--- src/rtl/digit_scan_ctrl.sv ---
// digit_scan_ctrl: time-multiplexed digit scanner with per-slot blanking and digit masking
module digit_scan_ctrl #(
    parameter int N_DIGITS   = 4,
    parameter int IDX_W      = 2,
    parameter int DIV        = 50000,
    parameter int BLANK      = 2,
    parameter bit ACTIVE_LOW = 1
) (
    input  logic                i_clk,
    input  logic                i_rst,
    input  logic                i_en,
    input  logic [N_DIGITS-1:0] i_mask,
    output logic [IDX_W-1:0]    o_ctrl,
    output logic [N_DIGITS-1:0] o_digitSelect,
    output logic                o_blank,
    output logic                o_tick
);
    localparam int CNT_W = $clog2(DIV);
    logic [CNT_W-1:0]    cnt_q, cnt_d;
    logic [IDX_W-1:0]    idx_q, idx_d, idx_nxt;
    logic                en_q;
    logic [N_DIGITS-1:0] mask_q;
    logic                found;
    logic                tick;
    logic                active;
    logic [N_DIGITS-1:0] onehot;
    // Slot counter, current digit and the registered copies of the inputs
    always_ff @(posedge i_clk) begin
        if (i_rst) begin
            cnt_q  <= '0;
            idx_q  <= '0;
            en_q   <= 1'b0;
            mask_q <= '0;
        end else begin
            cnt_q  <= cnt_d;
            idx_q  <= idx_d;
            en_q   <= i_en;
            mask_q <= i_mask;
        end
    end
    // Next enabled digit after the current one, ascending with wrap; holds when none other is enabled
    always_comb begin
        idx_nxt = idx_q;
        found   = 1'b0;
        for (int k = 1; k < N_DIGITS; k++) begin
            if (!found && mask_q[(int'(idx_q) + k) % N_DIGITS]) begin
                idx_nxt = IDX_W'((int'(idx_q) + k) % N_DIGITS);
                found   = 1'b1;
            end
        end
    end
    // Counter wraps at the slot end and is parked at zero while disabled; digit advances on the tick
    always_comb begin
        tick  = en_q && (cnt_q == CNT_W'(DIV - 1));
        cnt_d = (!en_q || tick) ? '0 : cnt_q + 1'b1;
        idx_d = tick ? idx_nxt : idx_q;
    end
    // Output decode from registers only; blanking window hides the digit at the start of each slot
    always_comb begin
        active        = en_q && (cnt_q >= CNT_W'(BLANK)) && mask_q[idx_q];
        onehot        = active ? (N_DIGITS'(1) << idx_q) : '0;
        o_digitSelect = ACTIVE_LOW ? ~onehot : onehot;
        o_blank       = !active;
        o_tick        = tick;
        o_ctrl        = idx_q;
    end
endmodule

--- config.mk ---
export PLATFORM = sky130hd
export DESIGN_NAME = digit_scan_ctrl
export DESIGN_NICKNAME = d
export VERILOG_FILES = /design/src/rtl/digit_scan_ctrl.sv
export SDC_FILE = /design/constraint.sdc
export NUM_CORES = 1
export LEC_CHECK = 0
export BUFFER_PORTS_ARGS = -buffer_cell sky130_fd_sc_hd__buf_2
export CORE_MARGIN = 2
export CORE_UTILIZATION = 40
export CTS_BUF_LIST = sky130_fd_sc_hd__clkbuf_4 sky130_fd_sc_hd__clkbuf_8 sky130_fd_sc_hd__clkbuf_16
export DETAILED_ROUTE_END_ITERATION = 10
export MAX_ROUTING_LAYER = met4
export PLACE_DENSITY = 0.55
export REMOVE_ABC_BUFFERS = 1
export SYNTH_ARGS = -nofsm -noshare
export SYNTH_HDL_FRONTEND = slang
export SYNTH_SLANG_ARGS = --single-unit
--- constraint.sdc ---
create_clock -name i_clk -period 2.6 [get_ports i_clk]
set_input_delay 0.13 -clock i_clk [delete_from_list [all_inputs] [get_ports i_clk]]
set_output_delay 0.13 -clock i_clk [all_outputs]
set_load 0.005 [all_outputs]
==> metrics.md, run 1 <==
| Metric | Value |
|---|---|
| Pins over their slew limit | `0` |
| Required @ worst endpoint | `2840 ps` |
| # clock sinks | `23` |
| Post-synthesis cell area | `0.001209 mm2` |
| Initial drt markers | `16` |
| Asr flop ratio synth | `0%` |
| Via count | `910` |
| Worst hold path type | `input port to register` |
| Wirelength per Cell | `11.86 um` |
| Port-buffer cells | `14` |
| CP max-delay cell | `dfxtp_1` |
| Layout cell share with drive strength beyond 1 | `18.49%` |
| Hold WS | `32.91 ps` |
| Post-CTS Setup Bufs | `0` |
| Root Driver | `clkbuf_4` |
| Fin Clk Skew | `11.76 ps` |
| Pwr/cell area | `419.7 mW/mm2` |
| Largest cells by area after synthesis | `dfxtp_1 (38%), xor2_1 (6.5%), ha_1 (6.2%)` |
| Longest Clk Path Bufs | `2` |
| Site row count | `19` |
| Crit-path max cell delay | `530 ps` |
| Setup TNS Final | `0 ps` |
| Die extent in y | `58.97 um` |
| CP Capture Type | `register` |
| Most common cell in the netlist | `dfxtp_1` |
| Period utilization | `83.69%` |
| Area Overhead vs Synth | `10.46%` |
| Status | `finished with violations` |
| Die Outline Area | `0.003477 mm2` |
| Core Box Area | `0.002805 mm2` |
| CP startpoint kind | `register` |
| Final setup viols | `0` |
| Crit path kind | `register to register` |
| Ports | `15` |
| H-tree depth | `1` |
| Fillers | `294` |
| First-pass GRT wire length | `3726 um` |
| Final ANT Viol Nets | `0` |
| Worst path bufs/invs | `1` |
| Initial Util | `43.09%` |
| Sequential fraction of the synthesis area | `38.10%` |
| Drt pass-1 iters | `7` |
| HPWL Detailed | `1629 um` |
| WP data arrival | `2420 ps` |
| Violated checks | `design-rule violations` |
| Max-cap viol count | `0` |
| Chip width | `58.97 um` |
| Least-Margin Pin Slew | `660.1 ps` |
| YS warnings | `0` |
| Nets | `160` |
| Crit-path max FO | `11` |
| Final GP Congestion | `0.8384` |
| DRC Markers | `2` |
| N_diodes | `0` |
| Final wirelength | `2099 um` |
| CP delay by family, top | `simple AND/OR/NAND/NOR gates` |
| Leakage power total | `0.4822 nW` |
| #FFs+latches synth | `23` |
| Gr usage total | `14.59%` |
| Fmax | `0.4596 GHz` |
| Post-synth cell types | `33` |
| Final hold vios | `0` |
| Tmin final | `2176 ps` |
| Most frequent cells after synthesis | `dfxtp_1 (23), nor2_1 (18), nand2_1 (10)` |
| Peak VDD IR | `0.3024 mV` |
| Crit-path cells | `inv_1, ha_1, mux4_2, and2b_2, or4_1, a21oi_1` |
| Post-synth EDFFs | `0` |
| Syn Area/Cell | `9.297 um2` |
| Initial antenna violation count | `0` |
| Number of global-route vias before repair | `805` |
| Worst skew pair latency | `310 ps` |
| Largest net degree at the start of global routing | `17` |
| Main synth FF type | `dfxtp_1` |
| Reg clk slew, reported paths | `110 ps` |
| Num CTS Buffers | `3` |
| Slew headroom | `55.69%` |
| Share of the synthesized area in the top cell type | `38.10%` |
| RSZ-0062 raised after global routing | `no` |
| CTS tree | `yes` |
| Syn Inst Count | `130` |
| Grt total ovfl | `0` |
| Cell taking the most area after synthesis | `dfxtp_1` |
| Drt via density | `5.141` |
-- final cells by class --
cell class | instances | area, um2 | share of cell area, %
multi-input combinational | 97 | 695.7 | 52.11
sequential | 23 | 460.4 | 34.49
timing repair buffer | 16 | 87.58 | 6.560
tap | 31 | 38.79 | 2.905
clock buffer | 4 | 30.03 | 2.249
inverter | 6 | 22.52 | 1.687
-- layer usage --
layer	global-route usage, %	share of wire (%)
met1	20.82	54
met3	3.493	3.3
met4	5.844	1.7
met5	-	0
met2	19.68	41
-- logic make-up (layout without fill, tap and decap cells) --
group / after synthesis / in the layout / synth area share [%]
flops: 23 / 23 / 38.10
buf+inv: 10 / 26 / 4.348
mux: 7 / 7 / 7.971
xor+xnor: 14 / 14 / 10.15
fa+ha+maj: 6 / 6 / 6.211
simple gates: 59 / 59 / 27.43
compound gates: 11 / 11 / 5.797
-- state kept, by name, summed over array words and instances, names as in the netlist --
register / cells
cnt_q: 16
mask_q: 4
o_ctrl: 2
en_q: 1
-- final timing paths --
check / cells after the start / endpoint / start / slack (ps)
min: 2 / mask_q[1] / i_mask[1] / 30
max: 6 / o_ctrl[0] / o_ctrl[1] / 420
max reg2reg: 6 / o_ctrl[0] / o_ctrl[1] / 420
min reg2reg: 1 / cnt_q[0] / cnt_q[0] / 470
-- worst reg2reg max path, stage by stage, from the launching register on --
cell and delay (ps):
dfxtp_1 530, inv_1 110, ha_1 360, mux4_2 290, and2b_2 230, or4_1 460, a21oi_1 140
-- metrics by stage --
| stage | instance area [um2] | utilization [%] | total power, mW | instances | setup slack, ps |
|---|---|---|---|---|---|
| after global placement | 1295 | 46.16 | 0.3949 | 172 | 529.4 |
| after global routing | 1335 | 47.59 | 0.5959 | 177 | 184.3 |
| after floorplan | 1179 | - | 0.3854 | 126 | 447.3 |
| after CTS | 1325 | 47.23 | 0.5704 | 176 | 399.5 |
| final | 1335 | 47.59 | 0.5603 | 177 | 424.1 |
| after detailed placement | 1295 | 46.16 | 0.3961 | 172 | 442.3 |
-- where the power goes --
part	total, mW	internal [mW]	leakage (nW)	switching [mW]
clock	0.171	0.0703	0.0184	0.101
combinational	0.0273	0.0137	0.277	0.0136
sequential	0.362	0.357	0.187	0.00448
total	0.560	0.441	0.482	0.119
-- what timing repair did --
action / CTS / global route
hold buffers: 0 / 1
endpoints found under the hold margin: 0 / 1
resized for setup: 0 / 0
-- cell usage in the layout, fill, tap and decap left out --
cell type and instances:
dfxtp_1 23, nor2_1 18, buf_2 14, nand2_1 10, xor2_1 9, nor2b_1 7, inv_1 6, ha_1 6
nand3_1 5, xnor2_1 5, nor3_1 4, mux2i_1 4, and4_1 4, clkbuf_4 4, o21ai_0 3, a21oi_1 3
or4_1 2, nand4_1 2, mux4_2 2, or4_4 1, nor4_4 1, mux2_2 1, a311oi_1 1, nand4_2 1
nand3b_1 1, and3_2 1, and2_1 1, and2b_2 1, o31ai_1 1, a211oi_1 1, o21bai_1 1, a211o_1 1
dlygate4sd3_1 1, buf_4 1
No activity file was read; power rests on OpenSTA's default activity.
==> run 2, diff against run 1 <==
--- a/config.mk
+++ b/config.mk
@@ -5,13 +5,14 @@
 export SDC_FILE = /design/constraint.sdc
 export NUM_CORES = 1
 export LEC_CHECK = 0
+export ABC_AREA = 1
 export BUFFER_PORTS_ARGS = -buffer_cell sky130_fd_sc_hd__buf_2
 export CORE_MARGIN = 2
 export CORE_UTILIZATION = 40
 export CTS_BUF_LIST = sky130_fd_sc_hd__clkbuf_4 sky130_fd_sc_hd__clkbuf_8 sky130_fd_sc_hd__clkbuf_16
 export DETAILED_ROUTE_END_ITERATION = 10
 export MAX_ROUTING_LAYER = met4
-export PLACE_DENSITY = 0.55
+export PLACE_DENSITY = 0.54
 export REMOVE_ABC_BUFFERS = 1
 export SYNTH_ARGS = -nofsm -noshare
 export SYNTH_HDL_FRONTEND = slang
==> constraint.sdc (replaced) <==
create_clock -name i_clk -period 2.2 [get_ports i_clk]
set_input_delay 0.11 -clock i_clk [delete_from_list [all_inputs] [get_ports i_clk]]
set_output_delay 0.11 -clock i_clk [all_outputs]
set_load 0.005 [all_outputs]
==> run 2 against run 1 <==
- flip-flop and latch count unchanged
- critical endpoint unchanged
- non-clock buffer count up 3
- via count up 40%
- maximum frequency rose by 20%
- sequential power grew 18%
- setup slack worse by 34 ps
- the run now ends clean
==> metrics.md, run 2 <==
| Metric | Value |
|---|---|
| Status | `finished, final reports clean` |
| # hold bufs at CTS | `5` |
| Final wirelength | `2904 um` |
| CP Capture Type | `register` |
| YS warnings | `0` |
| Required @ worst endpoint | `2420 ps` |
| Post-CTS Setup Bufs | `0` |
| Fmax | `0.5524 GHz` |
| Port-buffer cells | `14` |
| Final ANT Viol Nets | `0` |
| Largest Register | `cnt_q` |
| #FFs+latches synth | `23` |
| Setup TNS Final | `0 ps` |
| Post-synth cell types | `23` |
| Final GP Congestion | `0.8516` |
| Cell taking the most area after synthesis | `dfxtp_1` |
| Largest net degree at the start of global routing | `13` |
| Initial drt markers | `96` |
| N_diodes | `0` |
| WL met3 | `150 um` |
| Initial Util | `42.98%` |
| Period utilization | `82.29%` |
| Crit path kind | `register to register` |
| Crit-path max cell delay | `540 ps` |
| Worst hold path type | `input port to register` |
| Initial antenna violation count | `0` |
| Nets | `230` |
| Clk pwr share | `30.8%` |
| Slew headroom | `72.64%` |
| CP startpoint kind | `register` |
| Util after Layout | `49.23%` |
| Final setup viols | `0` |
| RSZ-0062 raised after global routing | `no` |
| Number of global-route vias before repair | `1049` |
| Fin Clk Skew | `13.10 ps` |
| Pins over their slew limit | `0` |
| Placed Area | `0.001448 mm2` |
| Core Box Area | `0.003103 mm2` |
| Syn Inst Count | `194` |
| Num CTS Buffers | `3` |
| Max-cap viol count | `0` |
| Chip width | `61.75 um` |
| Worst skew pair latency | `310 ps` |
| H-tree depth | `1` |
| Die Outline Area | `0.003812 mm2` |
| First-pass GRT wire length | `4802 um` |
| Sequential fraction of the synthesis area | `34.52%` |
| Peak VDD IR | `0.3041 mV` |
| Final hold vios | `0` |
| Drt pass-1 iters | `4` |
| DRC Markers | `0` |
| Reg clk slew, reported paths | `120 ps` |
| Most frequent cells after synthesis | `nand2_1 (42), inv_1 (26), dfxtp_1 (23), nor2_1 (23), nand3_1 (15)` |
| Most frequent cells in the layout | `nand2_1 (42), inv_1 (26), nor2_1 (23), dfxtp_1 (23), nand3_1 (15)` |
| Grt total ovfl | `0` |
| Design Area, Final | `0.001528 mm2` |
| Post-synth EDFFs | `0` |
| Dpl cells | `251` |
| Ports | `15` |
| Non-Filler Instances | `260` |
| Max layer used | `met4` |
| Asr flop ratio synth | `0%` |
| Register area | `460.4 um2` |
| Longest Clk Path Bufs | `2` |
| # clock sinks | `23` |
| Switch share | `23.59%` |
| Internal Power | `0.5252 mW` |
| Gr usage total | `17.36%` |
| Site row count | `20` |
| Wirelength per Cell | `11.17 um` |
| Sw power | `0.1621 mW` |
| Drt via density | `4.904` |
| Footprint of the multi-input gates | `749.5 um2` |
| Leakage power total | `0.6482 nW` |
| Syn Area/Cell | `6.875 um2` |
| Sequential share of power | `62.3%` |
| Crit-path max FO | `9` |
| Largest cells by area after synthesis | `dfxtp_1 (35%), nand2_1 (12%), inv_1 (7.3%)` |
| Root Driver | `clkbuf_4` |
| Main synth FF type | `dfxtp_1` |
| Comb pwr share | `6.9%` |
| Worst path bufs/invs | `3` |
| Post-synthesis cell area | `0.001334 mm2` |
| Crit-path cells | `inv_2, ha_1, inv_1, nand3_1, nand2_2, nand3_2, nand3_2, nand2_1, inv_1, nor2_2` |
| Layout cell share with drive strength beyond 1 | `17.13%` |
| Pwr/cell area | `449.9 mW/mm2` |
| CP delay by family, top | `flip-flops` |
| WP data arrival | `2030 ps` |
| Share of the synthesized area in the top cell type | `34.52%` |
| Post-cts resize count | `0` |
| HPWL Detailed | `2258 um` |
| Via count | `1275` |
| Max FFs per register | `16` |
| Tmin final | `1810 ps` |
| Fillers | `305` |
| CTS tree | `yes` |
| DR WL met2 | `1187 um` |
| CP max-delay cell | `dfxtp_1` |
| Least-Margin Pin Slew | `406.7 ps` |
| Post-Route M1 WL | `1545 um` |
| Area Overhead vs Synth | `14.54%` |
| Most common cell in the netlist | `nand2_1` |
| Die extent in y | `61.75 um` |
| Commonest non-fill, non-tap cell in the layout | `nand2_1` |
==> run 2: cell count changes in the layout (fill, tap and decap cells not counted), sizes merged, moves of 5 or more <==
cell / before / now
inv: 6 / 30
nand2: 10 / 47
a21oi: 3 / 10
nor2: 18 / 28
xnor2: 5 / 0
nor2b: 7 / 0
xor2: 9 / 0
nand3: 5 / 19
nand4: 3 / 10
o21ai: 3 / 9
==> run 2: kinds of logic (layout without fill, tap and decap cells) <==
kind of cell / after synthesis / count (layout) / synth area share (%)
AOI/OAI and AO/OA: 19 / 19 / 7.129
DFF: 23 / 23 / 34.52
and+or+nand+nor: 115 / 115 / 43.43
buffers and inverters: 31 / 53 / 9.286
adders and majority gates: 6 / 6 / 5.628
==> run 2: metrics by stage <==
stage	setup WS [ps]	total power, mW	hold slack (ps)
floorplan	599.7	0.4638	181.2
global placement	442.8	0.4771	310.5
detailed placement	425.2	0.4778	316.6
CTS	407.7	0.6909	16.95
global route	205.2	0.7173	3.390
finish	389.6	0.6873	27.88
==> run 2: cell type report <==
type,instances,share of cell area (%)
Multi-Input combinational cell,140,49.06
Sequential cell,23,30.14
Timing Repair Buffer,19,7.862
Inverter,30,7.371
Tap cell,44,3.604
Clock buffer,4,1.966
==> run 2: worst reg2reg max path, cell delays in order (launching register included) <==
cell and delay (ps):
dfxtp_1 540, inv_2 140, ha_1 360, inv_1 110, nand3_1 90, nand2_2 110
nand3_2 140, nand3_2 90, nand2_1 50, inv_1 60, nor2_2 40
==> run 2: power by group through the flow <==
stage                     logic, mW  clock network (mW)  registers, mW
after floorplan              0.0285                   0          0.435
after global placement       0.0395                   0          0.438
after detailed placement     0.0406                   0          0.437
after CTS                    0.0475               0.216          0.428
after global routing         0.0537               0.235          0.429
final                        0.0477               0.211          0.428
==> run 2: final timing paths <==
check | start | to | slack, ps | cells after the start
worst max-delay path | o_ctrl[0] | o_ctrl[0] | 390 | 10
worst min-delay path | i_rst | mask_q[3] | 30 | 2
worst max register to register | o_ctrl[0] | o_ctrl[0] | 390 | 10
worst min register to register | cnt_q[0] | cnt_q[0] | 480 | 1
==> run 2: routing by layer <==
metal / vias to the layer above / track usage (%)
li1: 679 / -
met1: 559 / 26.63
met2: 35 / 23.16
met3: 2 / 3.106
met4: 0 / 4.559
met5: - / -
